[src/rtl/divexec_pkg.sv]
// Shared definitions for the iterative signed divide execution unit.
// Latency: n/a (types and constants only).
// Backpressure: n/a.
package divexec_pkg;

    localparam int DEF_DATA_W = 32;
    localparam int DEF_TAG_W  = 6;

    localparam logic [1:0] ST_IDLE = 2'd0;
    localparam logic [1:0] ST_BUSY = 2'd1;
    localparam logic [1:0] ST_DONE = 2'd2;

    typedef enum logic [1:0] {
        IDLE = ST_IDLE,
        BUSY = ST_BUSY,
        DONE = ST_DONE
    } state_e;

    localparam logic [31:0] DIV0_RESULT = 32'hFFFFFFFF;

endpackage

[src/rtl/divexec_div_iter_core.sv]
// Unsigned restoring divider datapath: one quotient bit per step.
// Latency: W steps after load; quo_next carries the bit produced by the current step.
// Backpressure: none, sequenced entirely by the load/step controls.
module div_iter_core
    import divexec_pkg::*;
#(
    parameter int W = DEF_DATA_W
) (
    input  logic         clk,
    input  logic         reset,
    input  logic         load,
    input  logic         step,
    input  logic [W-1:0] dividend,
    input  logic [W-1:0] divisor,
    output logic [W-1:0] quo_next
);

    logic [W-1:0] rem_q;
    logic [W-1:0] quo_q;
    logic [W-1:0] dvs_q;
    logic [W:0]   rem_sh;
    logic [W:0]   diff;
    logic         fits;
    logic [W-1:0] rem_next;

    // rem < divisor holds between steps, so rem_sh - divisor always fits W+1 signed bits
    always_comb begin
        rem_sh   = {rem_q, quo_q[W-1]};
        diff     = rem_sh - {1'b0, dvs_q};
        fits     = ~diff[W];
        rem_next = fits ? diff[W-1:0] : rem_sh[W-1:0];
        quo_next = {quo_q[W-2:0], fits};
    end

    always_ff @(posedge clk) begin
        if (reset) begin
            rem_q <= '0;
            quo_q <= '0;
            dvs_q <= '0;
        end else if (load) begin
            rem_q <= '0;
            quo_q <= dividend;
            dvs_q <= divisor;
        end else if (step) begin
            rem_q <= rem_next;
            quo_q <= quo_next;
        end
    end

endmodule

[src/rtl/divexec.sv]
// Signed divide execution unit: accepts one divide from the issue queue and broadcasts the quotient on the CDB.
// Latency: cdb_req rises DATA_W edges after the accept edge, independent of operands.
// Backpressure: result held on the CDB until granted; a new divide is accepted only in IDLE or in the granted DONE cycle.
module divexec
    import divexec_pkg::*;
#(
    parameter int DATA_W = DEF_DATA_W,
    parameter int TAG_W  = DEF_TAG_W
) (
    input  logic              clk,
    input  logic              reset,
    input  logic [TAG_W-1:0]  issuediv_rdtag,
    input  logic [DATA_W-1:0] issuediv_rsdata,
    input  logic [DATA_W-1:0] issuediv_rtdata,
    input  logic              issuediv_ready,
    output logic              issuediv_done,
    output logic              cdb_req,
    output logic [TAG_W-1:0]  cdb_tag,
    output logic [DATA_W-1:0] cdb_data,
    input  logic              cdb_grant
);

    localparam int CNT_W = $clog2(DATA_W);

    typedef struct packed {
        logic [TAG_W-1:0] tag;
        logic             neg;
        logic             div0;
    } op_t;

    state_e            state_q, state_d;
    logic [CNT_W-1:0]  cnt_q;
    op_t               op_q;
    logic [TAG_W-1:0]  cdb_tag_q;
    logic [DATA_W-1:0] cdb_data_q;

    logic              accept;
    logic              step;
    logic              last_step;
    logic [DATA_W-1:0] rs_mag;
    logic [DATA_W-1:0] rt_mag;
    logic [DATA_W-1:0] quo_next;
    logic [DATA_W-1:0] result;

    assign rs_mag = issuediv_rsdata[DATA_W-1] ? -issuediv_rsdata : issuediv_rsdata;
    assign rt_mag = issuediv_rtdata[DATA_W-1] ? -issuediv_rtdata : issuediv_rtdata;

    always_comb begin
        state_d   = state_q;
        accept    = 1'b0;
        step      = 1'b0;
        last_step = 1'b0;
        case (state_q)
            IDLE: begin
                accept = issuediv_ready;
                if (accept) state_d = BUSY;
            end
            BUSY: begin
                step      = 1'b1;
                last_step = (cnt_q == CNT_W'(DATA_W - 1));
                if (last_step) state_d = DONE;
            end
            DONE: begin
                // A grant frees the unit this cycle, so a waiting divide starts without a bubble
                if (cdb_grant) begin
                    accept  = issuediv_ready;
                    state_d = issuediv_ready ? BUSY : IDLE;
                end
            end
            default: state_d = IDLE;
        endcase
        if (reset) accept = 1'b0;
    end

    always_comb begin
        result = op_q.neg ? -quo_next : quo_next;
        if (op_q.div0) result = DATA_W'(DIV0_RESULT);
    end

    always_ff @(posedge clk) begin
        if (reset) begin
            state_q    <= IDLE;
            cnt_q      <= '0;
            op_q       <= '0;
            cdb_tag_q  <= '0;
            cdb_data_q <= '0;
        end else begin
            state_q <= state_d;
            if (accept) begin
                cnt_q     <= '0;
                op_q.tag  <= issuediv_rdtag;
                op_q.neg  <= issuediv_rsdata[DATA_W-1] ^ issuediv_rtdata[DATA_W-1];
                op_q.div0 <= (issuediv_rtdata == '0);
            end else if (step) begin
                cnt_q <= cnt_q + CNT_W'(1);
            end
            if (last_step) begin
                cdb_tag_q  <= op_q.tag;
                cdb_data_q <= result;
            end
        end
    end

    div_iter_core #(
        .W(DATA_W)
    ) u_core (
        .clk      (clk),
        .reset    (reset),
        .load     (accept),
        .step     (step),
        .dividend (rs_mag),
        .divisor  (rt_mag),
        .quo_next (quo_next)
    );

    assign issuediv_done = accept;
    assign cdb_req       = (state_q == DONE);
    assign cdb_tag       = cdb_tag_q;
    assign cdb_data      = cdb_data_q;

endmodule

[config.mk]
export PLATFORM = sky130hd
export DESIGN_NAME = divexec
export DESIGN_NICKNAME = d
export VERILOG_FILES = /design/src/rtl/divexec_pkg.sv /design/src/rtl/divexec_div_iter_core.sv /design/src/rtl/divexec.sv
export SDC_FILE = /design/constraint.sdc
export NUM_CORES = 1
export LEC_CHECK = 0
export ABC_AREA = 1
export ABC_CLOCK_PERIOD_IN_PS = 4100
export BUFFER_PORTS_ARGS = -buffer_cell sky130_fd_sc_hd__buf_2
export CORE_MARGIN = 2
export CORE_UTILIZATION = 50
export CTS_CLUSTER_DIAMETER = 150
export DETAILED_ROUTE_END_ITERATION = 12
export MAX_ROUTING_LAYER = met4
export PLACE_DENSITY = 0.81
export SLEW_MARGIN = 20
export SYNTH_ARGS = -nofsm -noshare
export SYNTH_HDL_FRONTEND = slang
export SYNTH_SLANG_ARGS = --single-unit
[constraint.sdc]
create_clock -name clk -period 4.1 [get_ports clk]
set_clock_uncertainty 0.05 [all_clocks]
set_input_delay 0.615 -clock clk [delete_from_list [all_inputs] [get_ports clk]]
set_output_delay 0.615 -clock clk [all_outputs]
set_load 0.03 [all_outputs]
### Yosys cells after proc, flatten, opt, wreduce, memory -nomap -nowiden

Index checks and enable logic that the tools add are counted.

* eq/ne operators: 6
* mux-type cells: 17
* add/subtract/negate cells: 5
* reductions and logical operators: 5
* bitwise operators: 2

Operators by type and width (count)
* 32-bit 2-to-1 mux: 7
* 32-bit negator: 3
* 33-bit by 32-bit subtractor with 33-bit output: 1
* 32-bit logical NOT: 1
* 2-bit 2-to-1 mux: 3
* 2-bit case mux with 3 select lines: 1
* 5-bit by 1-bit adder with 5-bit output, second input constant: 1
* 5-bit equality test, second input constant: 1
* 1-bit 2-to-1 mux: 5
* 2-bit inequality test, second input constant: 2
* 3-bit AND reduction: 1
* 2-bit by 1-bit equality test with 1-bit output, second input constant: 1
* 2-bit equality test, second input constant: 1
* 2-bit logical NOT: 1
* 2-bit by 1-bit inequality test with 1-bit output, second input constant: 1
* 1-bit case mux with 2 select lines: 1
* 2-bit nonzero test: 1
* 2-bit OR reduction: 1
* 1-bit NOT: 1
* 1-bit XOR: 1

* bits in registers: 149
* input port bits: 74
* word-level logic and storage cells: 45
* output and inout port bits: 40

### Depth between registers and ports, before layout

* depth in word-level cells: 5
* mapped depth: 29
* gate-level depth less buffers: 28

### Hierarchy

Synthesis repeated with hierarchy kept, for this count alone.

* cells, all modules: 2006
* area total of the unflattened synthesis: 12077.8 µm²

Modules (own cells, without submodules)
* div_iter_core: instances 1, area each 7080.5 µm², cells an instance 1178, seq. area each 1921.8 µm²
* divexec: instances 1, area each 4997.3 µm², cells an instance 828, seq. area each 1061.0 µm²

### Least setup slack after synthesis

Ideal clock, no wire load.

* kind: reg-to-reg
* from: reg u_core.quo_q[31]
* to: reg cdb_data_q[26], in the netlist cdb_data[26]
* setup slack: 0.738 ns
* period minus slack after synthesis: 3.362 ns
* arrival: 3.198 ns
* setup time: 0.114 ns
* stages on the path, launching flop included: 30
* required time: 3.936 ns
* buffers on the path: 1
* path through: dfxtp_1 > inv_1 > ha_1 > fa_1 > inv_1 > nand2_1 > nand2_1 > nand3_1 > nand2_2 > nand2_1 > nand2_2 > nand2_1 > nand2_1 > nand2_2 > nand2_4 > buf_6 > ha_1 > nand3_1 > nor3_2 > nand4_1 > inv_1 > nand2_1 > nand2_1 > o21ai_2 > nor2_4 > o21ai_0 > nand2_1 > inv_1 > o21bai_1 > inv_1

* cells in the longest elaborated chain, start to end: 5

Ends and longest elaborated chain
* start: declaration: RTL line divexec_div_iter_core.sv:19 `logic [W-1:0] quo_q;`
* start signal: assignment: RTL line divexec_div_iter_core.sv:42 `quo_q <= dividend;`
* start signal: assignment: RTL line divexec_div_iter_core.sv:46 `quo_q <= quo_next;`
* 33-bit by 32-bit subtractor with 33-bit output: RTL line divexec_div_iter_core.sv:29 `diff = rem_sh - {1'b0, dvs_q};`
* 1-bit NOT: RTL line divexec_div_iter_core.sv:30 `fits = ~diff[W];`
* 32-bit negator: RTL line divexec.sv:76 `result = op_q.neg ? -quo_next : quo_next;`
* 32-bit 2-to-1 mux: RTL line divexec.sv:76
* 32-bit 2-to-1 mux: RTL line divexec.sv:77 `if (op_q.div0) result = DATA_W'(DIV0_RESULT);`
* end signal: assignment: RTL line divexec.sv:99 `cdb_data_q <= result;`
* end: declaration: RTL line divexec.sv:35 `logic [DATA_W-1:0] cdb_data_q;`

No other way between the ends.
A chain may end at the register's enable or synchronous reset.

### Worst setup path after layout

Ends and elaborated chain as after synthesis.

==> out/qor.txt <==
core area: 19530 um2
layout cells sized above 1: 0.1264
Cell variety after synth: 49
Post-Syn Area per Cell: 6.558 um2
placed cell count: 1854
Cells after Synth: 1524
Async SR Flop Fraction: 0
crit-path max cell delay: 0.42 ns
fin crit share: 0.9334
number of port buffers: 113
sequential element share of the synthesized area: 0.2984
num ports: 114
syn_nets: 1636
H-Tree Depth: 4
measured slew at the worst slew-check pin: 0.8840 ns
Power Total: 0.005501 W
Worst Path Arrival: 4.11 ns
wire per inst: 15.80 um
root buffer selected by CTS: clkbuf_16
commonest non-fill, non-tap cells in the layout: nand2_1 (323), inv_1 (196), dfxtp_1 (149), nor2_1 (128), buf_2 (113)
die area: 21140 um2
largest net degree at the start of global routing: 65
CP max-delay cell: fa_1
Layout Nets: 1721
Startpoint Class: flip-flop
routability congestion estimate from global placement: 0.9645
synth top area cells: dfxtp_1 (30%), nand2_1 (12%), inv_1 (7.4%)
initial antenna violation count: 0
total track usage: 0.2852
area leader, netlist: dfxtp_1
TritonCTS Buffers: 17
kind of critical path: reg -> reg
min Tclk post-route: 3.827 ns
height of the die: 145.4 um
Yosys warning count: 0
Final HPWL DP: 22070 um
Pins Over Slew Limit: 0
DRC violations left: 0
status: finished clean
Initial Util: 0.5119
area delta synth->final: 13.78%
first-pass GRT wire length: 48070 um
final instance area: 11370 um2
cts hold-fix bufs: 0
Ant. Diodes: 0
DP Area: 10710 um2
Reg clk slew, reported paths: 0.07 ns
f_max: 261.3 MHz
Clock Power Share: 0.317
clock buffer depth: 2
CTS sink count: 149
post-route ant nets: 0
FP Rows: 51
Flop pwr share: 0.294
number of flops mapped to enable cells by yosys: 0
maximum VDD drop: 0.3720 mV
Pint: 0.003334 W
chip width: 145.4 um
post-synth top area share: 0.2984
post-DR vias/cell: 5.620
crit-path max FO: 4
DRT iter0 DRCs: 1236
switch share: 0.3939
Hold Crit Class: in -> reg
most common cell after layout, fill and taps aside: nand2_1
flops & latches, synth: 149
CTS tree: done
GRT overflow: 0
overall routed net length: 29820 um
leakage: 5.291 nW
CP Capture Type: flip-flop
# Max-Cap Violations: 0
fin util: 0.5824
combinational share of power: 0.390
Initial DRT Pass Iterations: 6
relative slew slack: 0.4100
Req. time, crit path: 4.38 ns
Clock Latency Late Sink: 0.43 ns
vias in the first global route: 9575
Final Non-Filler Cells: 1887
Total Neg Setup Slack: 0 ns
Net Sw Power: 0.002167 W
via count: 10610
# setup viols final: 0
Main synth FF type: dfxtp_1
endpoints failing hold: 0
Power Dens Cells: 483.7 nW/um2
Post-Syn Area: 9995 um2
Most common cell on crit path: nand2_1
-- power by group through the flow --
stage / Clock [W] / Sequential [W] / Combinational [W]
6_report: 0.00174 / 0.00162 / 0.00214
2_1_floorplan: 0 / 0.00162 / 0.00165
5_1_grt: 0.00180 / 0.00163 / 0.00236
4_1_cts: 0.00174 / 0.00161 / 0.00206
3_3_place_gp: 0 / 0.00164 / 0.00202
3_5_place_dp: 0 / 0.00164 / 0.00205
-- final cells by class --
class | instances | area, um2
fillers | 1859 | 8154
inverters | 200 | 750.7
clock inverters | 12 | 190.2
clock buffers | 20 | 456.7
flip-flops and latches | 149 | 2983
well taps | 265 | 331.6
multi-input cells | 1113 | 5982
repair buffers | 128 | 678.2
-- stage by stage --
step	hold slack [ns]	setup WS [ns]
2_1_floorplan	0.3761	0.7379
3_3_place_gp	0.3926	0.5596
3_5_place_dp	0.3943	0.4050
4_1_cts	0.3442	0.3052
5_1_grt	0.3486	-0.02256
6_report	0.3534	0.2730
-- cell usage after synthesis, types with 22 or more instances --
| library cell | instances |
|---|---|
| nand2_1 | 323 |
| inv_1 | 198 |
| dfxtp_1 | 149 |
| nor2_1 | 129 |
| nand3_1 | 107 |
| o21ai_0 | 99 |
| a21oi_1 | 98 |
| o22ai_1 | 47 |
| clkbuf_1 | 41 |
| xor2_1 | 39 |
| ha_1 | 37 |
| a31oi_1 | 26 |
| nor3_1 | 26 |
| o211ai_1 | 24 |
| nand4_1 | 22 |
-- cells by family after synthesis --
kind of cell / count (synthesis) / share of synthesized area
compound gates: 356 / 0.2088
xor+xnor: 56 / 0.04907
fa+ha+maj: 38 / 0.04832
buf+inv: 262 / 0.1044
flops: 149 / 0.2984
simple gates: 663 / 0.2909
-- critical path: cells and delay by family, from the launching register on --
kind | cells | cell delay (ns)
AO/OA/AOI/OAI | 3 | 0.37
adder cells (fa/ha/maj) | 3 | 0.83
flip-flops | 1 | 0.33
AND/OR/NAND/NOR | 17 | 1.80
buffers and inverters | 5 | 0.33
-- layer usage --
metal  part of all wire  up-vias  global-route usage  wire length (um)
met4              0.012        0             0.06765               363
met2               0.40      488              0.3924             11850
met5                  0        -                   -                 0
met3              0.093       32             0.05298              2782
li1                   -     5267                   -                 -
met1               0.50     4818              0.4279             14830
-- flip-flops by register name (all words and copies together) (netlist names) --
name / cells
state_q: 2
cdb_tag: 6
cnt_q: 5
op_q: 8
cdb_data: 32
u_core.rem_q: 32
u_core.quo_q: 32
u_core.dvs_q: 32
-- path summary, 6_finish.rpt --
check,depth (start not counted),slack [ns],end,start
max,28,0.27,cdb_data[26]$_SDFFE_PP0P_,u_core.quo_q[31]$_SDFFE_PP0P_
min,2,0.35,op_q[6]$_SDFFE_PP0P_,issuediv_rdtag[4]
max reg2reg,28,0.27,cdb_data[26]$_SDFFE_PP0P_,u_core.quo_q[31]$_SDFFE_PP0P_
min reg2reg,2,0.40,u_core.dvs_q[27]$_SDFFE_PP0P_,u_core.dvs_q[27]$_SDFFE_PP0P_
-- what timing repair did --
action,in CTS,in global routing
resized for setup,0,2
buffers inserted,0,1
endpoints found under the setup margin,0,1
No activity file was read; power rests on OpenSTA's default activity.
